<file path="src/rtl/bus_encoder_if.sv">
// Bus-select request/response bundle between control and the bus encoder.
interface bus_encoder_if #(
  parameter int unsigned CNT_W = 8
);
  logic [31:0]      out_req;
  logic             hold;
  logic             err_clr;
  logic [4:0]       bus_signal;
  logic             bus_valid;
  logic             conflict;
  logic             rsvd_err;
  logic [CNT_W-1:0] conflict_count;
  logic             err_sticky;

  modport master (
    output out_req, hold, err_clr,
    input  bus_signal, bus_valid, conflict, rsvd_err, conflict_count, err_sticky
  );

  modport slave (
    input  out_req, hold, err_clr,
    output bus_signal, bus_valid, conflict, rsvd_err, conflict_count, err_sticky
  );
endinterface

</file>
<file path="src/rtl/bus_encoder.sv">
// Priority-encodes one-hot bus drive requests into a registered mux select, flagging conflicts.
// Latency 1 cycle, no comb path in->out; no backpressure, hold freezes select/count state.
module bus_encoder #(
  parameter logic [4:0]  IDLE_CODE = 5'd31,
  parameter logic [31:0] RSVD_MASK = 32'hFFC0_0000,
  parameter int unsigned CNT_W     = 8
) (
  input logic         clock,
  input logic         clear,
  bus_encoder_if.slave bus
);

  localparam logic [CNT_W-1:0] CNT_MAX = {CNT_W{1'b1}};

  logic [31:0]      legal;
  logic [3:0]       byte_any;
  logic [3:0][2:0]  byte_idx;
  logic [4:0]       enc_code;
  logic             legal_any;
  logic             multi_hit;
  logic             rsvd_hit;

  logic [4:0]       bus_signal_q;
  logic             bus_valid_q;
  logic             conflict_q;
  logic             rsvd_err_q;
  logic [CNT_W-1:0] conflict_count_q;
  logic             err_sticky_q;

  assign legal     = bus.out_req & ~RSVD_MASK;
  assign legal_any = |legal;
  assign rsvd_hit  = |(bus.out_req & RSVD_MASK);
  // Clearing the lowest set bit leaves something behind only if two or more were set.
  assign multi_hit = (legal & (legal - 32'd1)) != 32'd0;

  // Two-level encoder: lowest set bit inside each byte, then the lowest non-empty byte.
  always_comb begin
    for (int b = 0; b < 4; b++) begin
      byte_any[b] = |legal[b*8 +: 8];
      byte_idx[b] = 3'd0;
      for (int i = 7; i >= 0; i--) begin
        if (legal[b*8 + i]) begin
          byte_idx[b] = i[2:0];
        end
      end
    end
  end

  always_comb begin
    enc_code = IDLE_CODE;
    for (int b = 3; b >= 0; b--) begin
      if (byte_any[b]) begin
        enc_code = {b[1:0], byte_idx[b]};
      end
    end
  end

  always_ff @(posedge clock or negedge clear) begin
    if (!clear) begin
      bus_signal_q     <= IDLE_CODE;
      bus_valid_q      <= 1'b0;
      conflict_q       <= 1'b0;
      rsvd_err_q       <= 1'b0;
      conflict_count_q <= '0;
      err_sticky_q     <= 1'b0;
    end else if (bus.hold) begin
      conflict_q <= 1'b0;
      rsvd_err_q <= 1'b0;
      if (bus.err_clr) begin
        err_sticky_q <= 1'b0;
      end
    end else begin
      bus_signal_q <= legal_any ? enc_code : IDLE_CODE;
      bus_valid_q  <= legal_any;
      conflict_q   <= multi_hit;
      rsvd_err_q   <= rsvd_hit;
      if (multi_hit && (conflict_count_q != CNT_MAX)) begin
        conflict_count_q <= conflict_count_q + 1'b1;
      end
      // A new error on the same edge as err_clr keeps the flag set.
      if (multi_hit || rsvd_hit) begin
        err_sticky_q <= 1'b1;
      end else if (bus.err_clr) begin
        err_sticky_q <= 1'b0;
      end
    end
  end

  assign bus.bus_signal     = bus_signal_q;
  assign bus.bus_valid      = bus_valid_q;
  assign bus.conflict       = conflict_q;
  assign bus.rsvd_err       = rsvd_err_q;
  assign bus.conflict_count = conflict_count_q;
  assign bus.err_sticky     = err_sticky_q;

endmodule

</file>
<file path="src/flat_wrapper.sv">
// flat-port wrapper written by rule: the top's interface ports become plain ports
module bus_encoder_flat 
#(
  parameter logic [4:0]  IDLE_CODE = 5'd31,
  parameter logic [31:0] RSVD_MASK = 32'hFFC0_0000,
  parameter int unsigned CNT_W     = 8
)
  (clock, clear, bus_out_req, bus_hold, bus_err_clr, bus_bus_signal, bus_bus_valid, bus_conflict, bus_rsvd_err, bus_conflict_count, bus_err_sticky);
  bus_encoder_if #(.CNT_W(CNT_W)) bus_i ();
  input logic clock;
  input logic clear;
  input wire logic [$bits(bus_i.out_req)-1:0] bus_out_req;
  input wire logic [$bits(bus_i.hold)-1:0] bus_hold;
  input wire logic [$bits(bus_i.err_clr)-1:0] bus_err_clr;
  output wire logic [$bits(bus_i.bus_signal)-1:0] bus_bus_signal;
  output wire logic [$bits(bus_i.bus_valid)-1:0] bus_bus_valid;
  output wire logic [$bits(bus_i.conflict)-1:0] bus_conflict;
  output wire logic [$bits(bus_i.rsvd_err)-1:0] bus_rsvd_err;
  output wire logic [$bits(bus_i.conflict_count)-1:0] bus_conflict_count;
  output wire logic [$bits(bus_i.err_sticky)-1:0] bus_err_sticky;
  assign bus_i.out_req = bus_out_req;
  assign bus_i.hold = bus_hold;
  assign bus_i.err_clr = bus_err_clr;
  assign bus_bus_signal = bus_i.bus_signal;
  assign bus_bus_valid = bus_i.bus_valid;
  assign bus_conflict = bus_i.conflict;
  assign bus_rsvd_err = bus_i.rsvd_err;
  assign bus_conflict_count = bus_i.conflict_count;
  assign bus_err_sticky = bus_i.err_sticky;
  bus_encoder #(.IDLE_CODE(IDLE_CODE), .RSVD_MASK(RSVD_MASK), .CNT_W(CNT_W)) u_core (.clock(clock), .clear(clear), .bus(bus_i));
endmodule
</file>
<file path="config.mk">
export PLATFORM = sky130hd
export DESIGN_NAME = bus_encoder_flat
export DESIGN_NICKNAME = d
export VERILOG_FILES = /design/src/rtl/bus_encoder_if.sv /design/src/rtl/bus_encoder.sv /design/src/flat_wrapper.sv
export SDC_FILE = /design/constraint.sdc
export NUM_CORES = 1
export LEC_CHECK = 0
export ABC_CLOCK_PERIOD_IN_PS = 4400
export CORE_MARGIN = 4
export CORE_UTILIZATION = 45
export CTS_CLUSTER_SIZE = 30
export DETAILED_ROUTE_END_ITERATION = 10
export PLACE_DENSITY = 0.93
export REMOVE_ABC_BUFFERS = 1
export SKIP_LAST_GASP = 1
export SLEW_MARGIN = 5
export SYNTH_ARGS = -nofsm -noshare
export SYNTH_HDL_FRONTEND = slang
export SYNTH_SLANG_ARGS = --single-unit
</file>
<file path="constraint.sdc">
create_clock -name clock -period 4.4 [get_ports clock]
set_clock_uncertainty 0.1 [all_clocks]
set_input_delay 0.88 -clock clock [delete_from_list [all_inputs] [get_ports clock]]
set_output_delay 0.88 -clock clock [all_outputs]
set_load 0.02 [all_outputs]
</file>
; ---- Yosys cells after proc, flatten, opt, wreduce, memory -nomap -nowiden
; Index checks and enable logic that the tools add are counted.
[totals]
regBits = 17
latchBits = 0
mem_bits_rw = 0
rom_bits = 0
out_inout_bits = 17
mem_count = 0
[classes]
add_sub_neg = 2
mul = 0
n_div = 0
n_lt_le_gt_ge = 0
eq_ne = 1
shifts = 0
muxes = 31
bitwise_logic = 2
n_reduce_logical = 9
[op_table]
columns = cell, n
row1 = $mux 3, 22
row2 = $and 22x32->32, 1
row3 = $reduce_bool 32->1, 1
row4 = $sub 22x1->23 const B, 1
row5 = $reduce_or 22->1, 1
row6 = $reduce_or 8->1, 2
row7 = $mux 5, 3
row8 = $reduce_or 10->1, 1
row9 = $add 8x1->8 const B, 1
row10 = $ne 8x8->1 const B, 1
row11 = $reduce_or 6->1, 1
row12 = $mux 1, 5
row13 = $mux 4, 1
row14 = $reduce_and 2->1, 1
row15 = $logic_and 1x1->1, 1
row16 = $logic_or 1x1->1, 1
row17 = $not 1->1, 1

; ---- Depth between registers and ports, before layout
; Gate-level depths: netlist (run 1).
[depth]
word_depth = 11
mapped_depth = 7

; ---- Worst setup path before layout (run 1)
; Ideal clock, no wire load.
[synth_timing]
kind = in2reg
start = in bus_out_req[0]
end = reg u_core.conflict_count_q[1], in the netlist u_core.bus.conflict_count[1]
arrival_time_ps = 2843
t_required_ps = 4172
path_slack_ps = 1329
path_stages = 7
path_buffers = 0
cell_sequence = nor4_4 > nand4_1 > or4_1 > o2bb2ai_1 > nor3_4 > or3_1 > mux2_1
[synth_between]
elab_chain_cells = 5
[synth_lines]
columns = item, line
row1 = start: declaration, flat_wrapper.sv:12  ; input wire logic [$bits(bus_i.out_req)-1:0] bus_out_req;
row2 = $sub 22x1->23, bus_encoder.sv:34  ; assign multi_hit = (legal & (legal - 32'd1)) != 32'd0;
row3 = $and 22x32->32 (*), bus_encoder.sv:34
row4 = $reduce_bool 32->1 (*), bus_encoder.sv:34
row5 = $logic_and 1x1->1 (*), bus_encoder.sv:77  ; if (multi_hit && (conflict_count_q != CNT_MAX)) begin
row6 = $reduce_and 2->1 (no source line) (*), -
row7 = end signal: assignment, bus_encoder.sv:78  ; conflict_count_q <= conflict_count_q + 1'b1;
row8 = end: declaration, bus_encoder.sv:27  ; logic [CNT_W-1:0] conflict_count_q;
; Every way passes the cells marked *; elsewhere a longest branch is shown, timed or not.
; A chain may end at the register's enable or synchronous reset.

; ---- Worst setup path after layout (run 1)
; Ends and elaborated chain as after synthesis.

==> results.sh, run 1 <==
export IMPL_cts_max_level=1
export IMPL_io_pins=53
export IMPL_p_leak_nw=0.680
export IMPL_critPathArrivalTime_ps=3670
export IMPL_fin_area_mm2=0.00177
export IMPL_dieArea_mm2=0.00354
export IMPL_cellPowerDensity_mw_per_mm2=335
export IMPL_start_util_pct=47.7
export IMPL_coreArea_mm2=0.00250
export IMPL_rsz0062_at_grt="false"
export IMPL_grt_use_total_pct=20.8
export IMPL_cp_start_kind="input port"
export IMPL_synth_top_cells_by_area="dfrtp_1 (25%), dfstp_2 (11%), mux2_1 (4.7%)"
export IMPL_routedWlPerCell_um=15.2
export IMPL_postCtsSetupRepairBufs=0
export IMPL_grt_ovfl_total=0
export IMPL_ir_drop_uv=482
export IMPL_synth_top_area_share_pct=25.2
export IMPL_synth_cell_types=43
export IMPL_fin_nets=230
export IMPL_min_period_over_period_pct=81.3
export IMPL_hpwl_um=2760
export IMPL_syn_to_final_growth_pct=48.4
export IMPL_p_sw_share_pct=37.7
export IMPL_rows=18
export IMPL_p_clk_share_pct=14.4
export IMPL_hold_class="reg2reg"
export IMPL_report_final_hold_viol_count=0
export IMPL_yosys_warnings=0
export IMPL_cp_required_ps=4500
export IMPL_clockBufferDepth=2
export IMPL_synth_seq_cells=17
export IMPL_post_drt_via_cell_ratio=5.82
export IMPL_cts_resized=0
export IMPL_drc=0
export IMPL_num_antenna_cells=0
export IMPL_die_height_um=59.5
export IMPL_clk_pin_slew_ps=100
export IMPL_synth_xor_area_share_pct=2.20
export IMPL_dpl_cell_area_mm2=0.00174
export IMPL_routabilityCongestion=0.901
export IMPL_setup_violations=0
export IMPL_drv_cap=0
export IMPL_combPwrFrac_pct=44.9
export IMPL_cts_sinks=17
export IMPL_tritoncts="yes"
export IMPL_yosysSeqAreaShare_pct=36.2
export IMPL_drive_above_1_share_pct=7.29
export IMPL_antenna_found_initial=0
export IMPL_muxShareOfSynthArea_pct=4.72
export IMPL_syn_area_per_cell_um2=8.65
export IMPL_synth_area_mm2=0.00119
export IMPL_ant_nets=0
export IMPL_tightest_slew_ps=743
export IMPL_setup_tns_ps=0
export IMPL_clockRootBuffer="clkbuf_4"
export IMPL_syn_inst=138
export IMPL_vias=1292
export IMPL_fmax_mhz=280
export IMPL_cts_made_buffers=3
export IMPL_internal_power_w=0.000369
export IMPL_status="finished, final reports clean"
export IMPL_p_seq_share_pct=40.7
export IMPL_drt_iter0_markers=37
export IMPL_grt_pass1_wl_um=5690
export IMPL_rrSetupSlack_ps=2630
export IMPL_routed_wl_um=3380
export IMPL_synth_edff_count=0
export IMPL_die_x_um=59.5
export IMPL_grt_start_max_net_pins=18
export IMPL_worstSetupPathType="in2reg"
export IMPL_synth_compound_area_share_pct=24.0
export IMPL_dr_pass1_iters=4
export IMPL_synth_top_family_by_area="simple AND/OR/NAND/NOR gates"
export IMPL_crit_fanout=8
export IMPL_synthAdderAreaFrac_pct=1.05
export IMPL_slew_headroom_pct=50.3
export IMPL_clk_latency_ps=300
export IMPL_synthSimpleGateAreaFrac_pct=28.1
export IMPL_io_buffer_count=52
export IMPL_synthArstFlopShare_pct=100
export IMPL_switchingPower_w=0.000223
export IMPL_cts_hold_fix_buffers=0
export IMPL_yosysTopAreaCell="dfrtp_1"
export IMPL_endpoint_kind="flip-flop"
export IMPL_dominantRegCellSynth="dfrtp_1"
export IMPL_synth_most_common_cell="nor2_1"
export IMPL_drv_slew=0
export IMPL_grt_pass1_vias=1293
export IMPL_period_minus_slack_ps=3580
export IMPL_synth_commonest_cells="nor2_1 (15), nand2_1 (14), dfrtp_1 (12)"
power by group through the flow:
stage	clock network [W]	registers, W	logic [W]
final	0.0000854	0.000241	0.000266
after global placement	0	0.000239	0.000261
after CTS	0.0000891	0.000241	0.000268
after global routing	0.000100	0.000248	0.000286
after floorplan	0	0.000283	0.0000772
after detailed placement	0	0.000243	0.000268
area by class of cell:
type	count	area, um2
Clock buffer	3	22.5
Clock inverter	1	5.00
Fill cell	194	728
Inverter	10	37.5
Multi-Input combinational cell	109	717
Sequential cell	17	432
Tap cell	30	37.5
Timing Repair Buffer	52	520
cell families after synthesis:
| logic type | count (synthesis) |
|---|---|
| buf+inv | 12 |
| fa+ha+maj | 1 |
| compound gates | 42 |
| mux | 5 |
| simple gates | 58 |
| flops | 17 |
| xor+xnor | 3 |
worst max-delay path, cell delays in order:
cell and delay, ps:
clkdlybuf4s50_1 510, nor4_4 510, nand4_1 260, or4_1 550, o2bb2ai_1 170, nor3_4 260, or3_1 200, mux2_1 330
final timing paths:
check	from	to	depth (start not counted)
setup / recovery	bus_out_req[0]	u_core.bus.conflict_count[1]	8
hold / removal	u_core.bus.bus_signal[3]	u_core.bus.bus_signal[3]	2
setup reg to reg	u_core.bus.conflict_count[3]	u_core.bus.conflict_count[1]	5
hold reg to reg	u_core.bus.bus_signal[3]	u_core.bus.bus_signal[3]	2
max in group asynchronous	clear	u_core.bus.conflict	1
min in group asynchronous	clear	u_core.bus.conflict_count[5]	1
metrics by stage:
| step | setup WS [ps] | hold slack [ps] | util, % | instances | power, W |
|---|---|---|---|---|---|
| 2_1_floorplan | 1330 | 397 | - | 136 | 0.000361 |
| 3_3_place_gp | 632 | 355 | 69.8 | 218 | 0.000501 |
| 3_5_place_dp | 517 | 357 | 69.8 | 218 | 0.000511 |
| 4_1_cts | 856 | 372 | 70.9 | 222 | 0.000599 |
| 5_1_grt | 660 | 386 | 70.9 | 222 | 0.000634 |
| 6_report | 825 | 368 | 70.9 | 222 | 0.000593 |
state kept, by name, summed over array words and instances (netlist names):
signal and flops:
u_core.bus.err_sticky 1, u_core.bus.rsvd_err 1, u_core.bus.conflict_count 8, u_core.bus.bus_signal 5, u_core.bus.conflict 1, u_core.bus.bus_valid 1
routing by layer:
layer | GRT usage (%) | wire length (um)
met1 | 26.6 | 1410
met5 | 0 | 0
met4 | 4.75 | 20
met2 | 35.6 | 1820
met3 | 4.58 | 133
cell usage in the layout (no fill, tap or decap), drive strengths merged, types with 2 or more instances in the layout:
cell	count
clkdlybuf4s50	52
nor2	15
nand2	14
dfrtp	12
a21oi	11
inv	10
nor4	8
o21ai	6
mux2	5
dfstp	5
nand3	4
nor3	4
o32ai	3
nand4	3
or3	3
a31oi	3
o21bai	3
clkbuf	3
o21a	2
xnor2	2
nor2b	2
o31ai	2
Power figures use the tool's default switching activity.
==> run 2, diff against run 1 <==
- ABC_CLOCK_PERIOD_IN_PS: 4400 -> 3100
- CORE_UTILIZATION: 45 -> 37
- PLACE_DENSITY: 0.93 -> 0.83
- clock period: 4.4 -> 3.1 ns (I/O delays scaled with it)
==> results.sh, run 2 (synthesis gave the netlist of run 1 again) <==
export IMPL_status="finished, final reports clean"
export IMPL_drive_above_1_share_pct=20.0
export IMPL_drv_cap=0
export IMPL_crit_fanout=6
export IMPL_crit_family="simple AND/OR/NAND/NOR gates"
export IMPL_die_height_um=64.8
export IMPL_die_x_um=64.8
export IMPL_io_pins=53
export IMPL_clockRootBuffer="clkbuf_4"
export IMPL_clockBufferDepth=2
export IMPL_instances_no_fill=264
export IMPL_tritoncts="yes"
export IMPL_grt_start_max_net_pins=18
export IMPL_ir_drop_uv=322
export IMPL_cp_required_ps=3180
export IMPL_endpoint_kind="flip-flop"
export IMPL_cp_start_kind="input port"
export IMPL_dr_pass1_iters=4
export IMPL_drc=0
export IMPL_period_minus_slack_ps=3000
export IMPL_slew_headroom_pct=49.3
export IMPL_coreArea_mm2=0.00308
export IMPL_routed_wl_um=3670
export IMPL_routabilityCongestion=0.870
export IMPL_fin_nets=258
export IMPL_grt_pass1_wl_um=6230
export IMPL_min_period_over_period_pct=96.7
export IMPL_layout_commonest_cell="clkdlybuf4s50_1"
export IMPL_ant_nets=0
export IMPL_clk_pin_slew_ps=90
export IMPL_io_buffer_count=52
export IMPL_rsz0062_at_grt="false"
export IMPL_whs_ps=367
export IMPL_routedWlPerCell_um=13.9
export IMPL_hpwl_um=3030
export IMPL_layout_common_cells="clkdlybuf4s50_1 (52), buf_4 (27), nor2_1 (15)"
export IMPL_rrSetupSlack_ps=1330
export IMPL_grt_ovfl_total=0
export IMPL_crit_chain="clkdlybuf4s50_1 > nor4_2 > buf_4 > nand4_1 > or4_4 > o2bb2ai_2 > nor3_4 > buf_6 > nor4_1 > mux2_1"
export IMPL_report_final_hold_viol_count=0
export IMPL_drv_slew=0
export IMPL_setup_violations=0
export IMPL_syn_to_final_growth_pct=69.1
export IMPL_hold_class="reg2reg"
export IMPL_grt_use_total_pct=18.3
export IMPL_drt_iter0_markers=62
export IMPL_fillerInstances=274
export IMPL_largest_reg_flops=8
export IMPL_tightest_slew_ps=758
export IMPL_slowest_stage="or4_4"
export IMPL_cts_hold_fix_buffers=0
export IMPL_worstPathBufferInverterCount=3
export IMPL_start_util_pct=38.8
export IMPL_dp_cells=259
export IMPL_vias=1397
export IMPL_rows=20
export IMPL_grt_pass1_vias=1420
export IMPL_cts_made_buffers=3
export IMPL_cellPowerDensity_mw_per_mm2=426
export IMPL_post_drt_via_cell_ratio=5.29
export IMPL_clk_latency_ps=290
export IMPL_worstSetupPathType="in2reg"
export IMPL_max_stage_delay_ps=520
export IMPL_cts_sinks=17
export IMPL_fmax_mhz=334
export IMPL_num_antenna_cells=0
export IMPL_p_leak_nw=0.819
export IMPL_antenna_found_initial=0
export IMPL_cts_max_level=1
export IMPL_critPathArrivalTime_ps=3080
export IMPL_dieArea_mm2=0.00420
==> run 2: cell types whose count changed in the layout (fill, tap and decap cells not counted), sizes merged <==
cell    before  now
buf          0   28
clkbuf       3    4
clkinv       1    0
==> run 2: power breakdown <==
part | switching, W | total [W] | internal (W)
Sequential | 0.0000617 | 0.000341 | 0.000279
Combinational | 0.000185 | 0.000400 | 0.000215
Clock | 0.0000673 | 0.000117 | 0.0000501
Total | 0.000314 | 0.000859 | 0.000545
==> run 2: worst min-delay path, stage by stage, from the launching register on <==
cell     delay, ps
dfstp_2        380
inv_1           40
a21oi_1         50
==> run 2: cell type report <==
class	instances	area, um2	area share, %
clock buffer	4	26.3	1.30
inverter	10	37.5	1.86
sequential	17	432	21.4
timing repair buffer	80	734	36.4
tap	44	55.1	2.73
multi-input combinational	109	733	36.3
==> run 2: final timing paths <==
kind                                         startpoint                           end  depth (start not counted)
hold reg to reg                u_core.bus.bus_signal[2]      u_core.bus.bus_signal[2]                          2
max in group asynchronous                         clear  u_core.bus.conflict_count[4]                          1
setup reg to reg           u_core.bus.conflict_count[3]  u_core.bus.conflict_count[1]                          5
hold / removal                 u_core.bus.bus_signal[2]      u_core.bus.bus_signal[2]                          2
min in group asynchronous                         clear  u_core.bus.conflict_count[5]                          1
setup / recovery                        bus_out_req[12]  u_core.bus.conflict_count[6]                         10
==> run 2: metrics by stage <==
step	total power (W)	utilization (%)	TNS [ps]	setup WS (ps)	cell area [um2]
3_5_place_dp	0.000747	63.8	-828	-184	1960
3_3_place_gp	0.000731	63.8	-568	-124	1960
5_1_grt	0.000920	65.6	0	13.6	2020
4_1_cts	0.000867	64.7	0	124	1990
6_report	0.000859	65.6	0	102	2020
2_1_floorplan	0.000512	-	0	289	1190
==> run 2: metal layers <==
layer	vias to the layer above	global-route usage, %	routed length [um]
met5	-	0	0
met3	2	3.81	225
met1	667	21.9	1490
met2	45	32.8	1930
met4	0	4.75	20
li1	683	-	-
==> run 2: what timing repair did <==
| action | in CTS | in global routing |
|---|---|---|
| setup buffers | 0 | 1 |
| gates resized for setup | 0 | 4 |
| setup endpoints to repair | 0 | 5 |
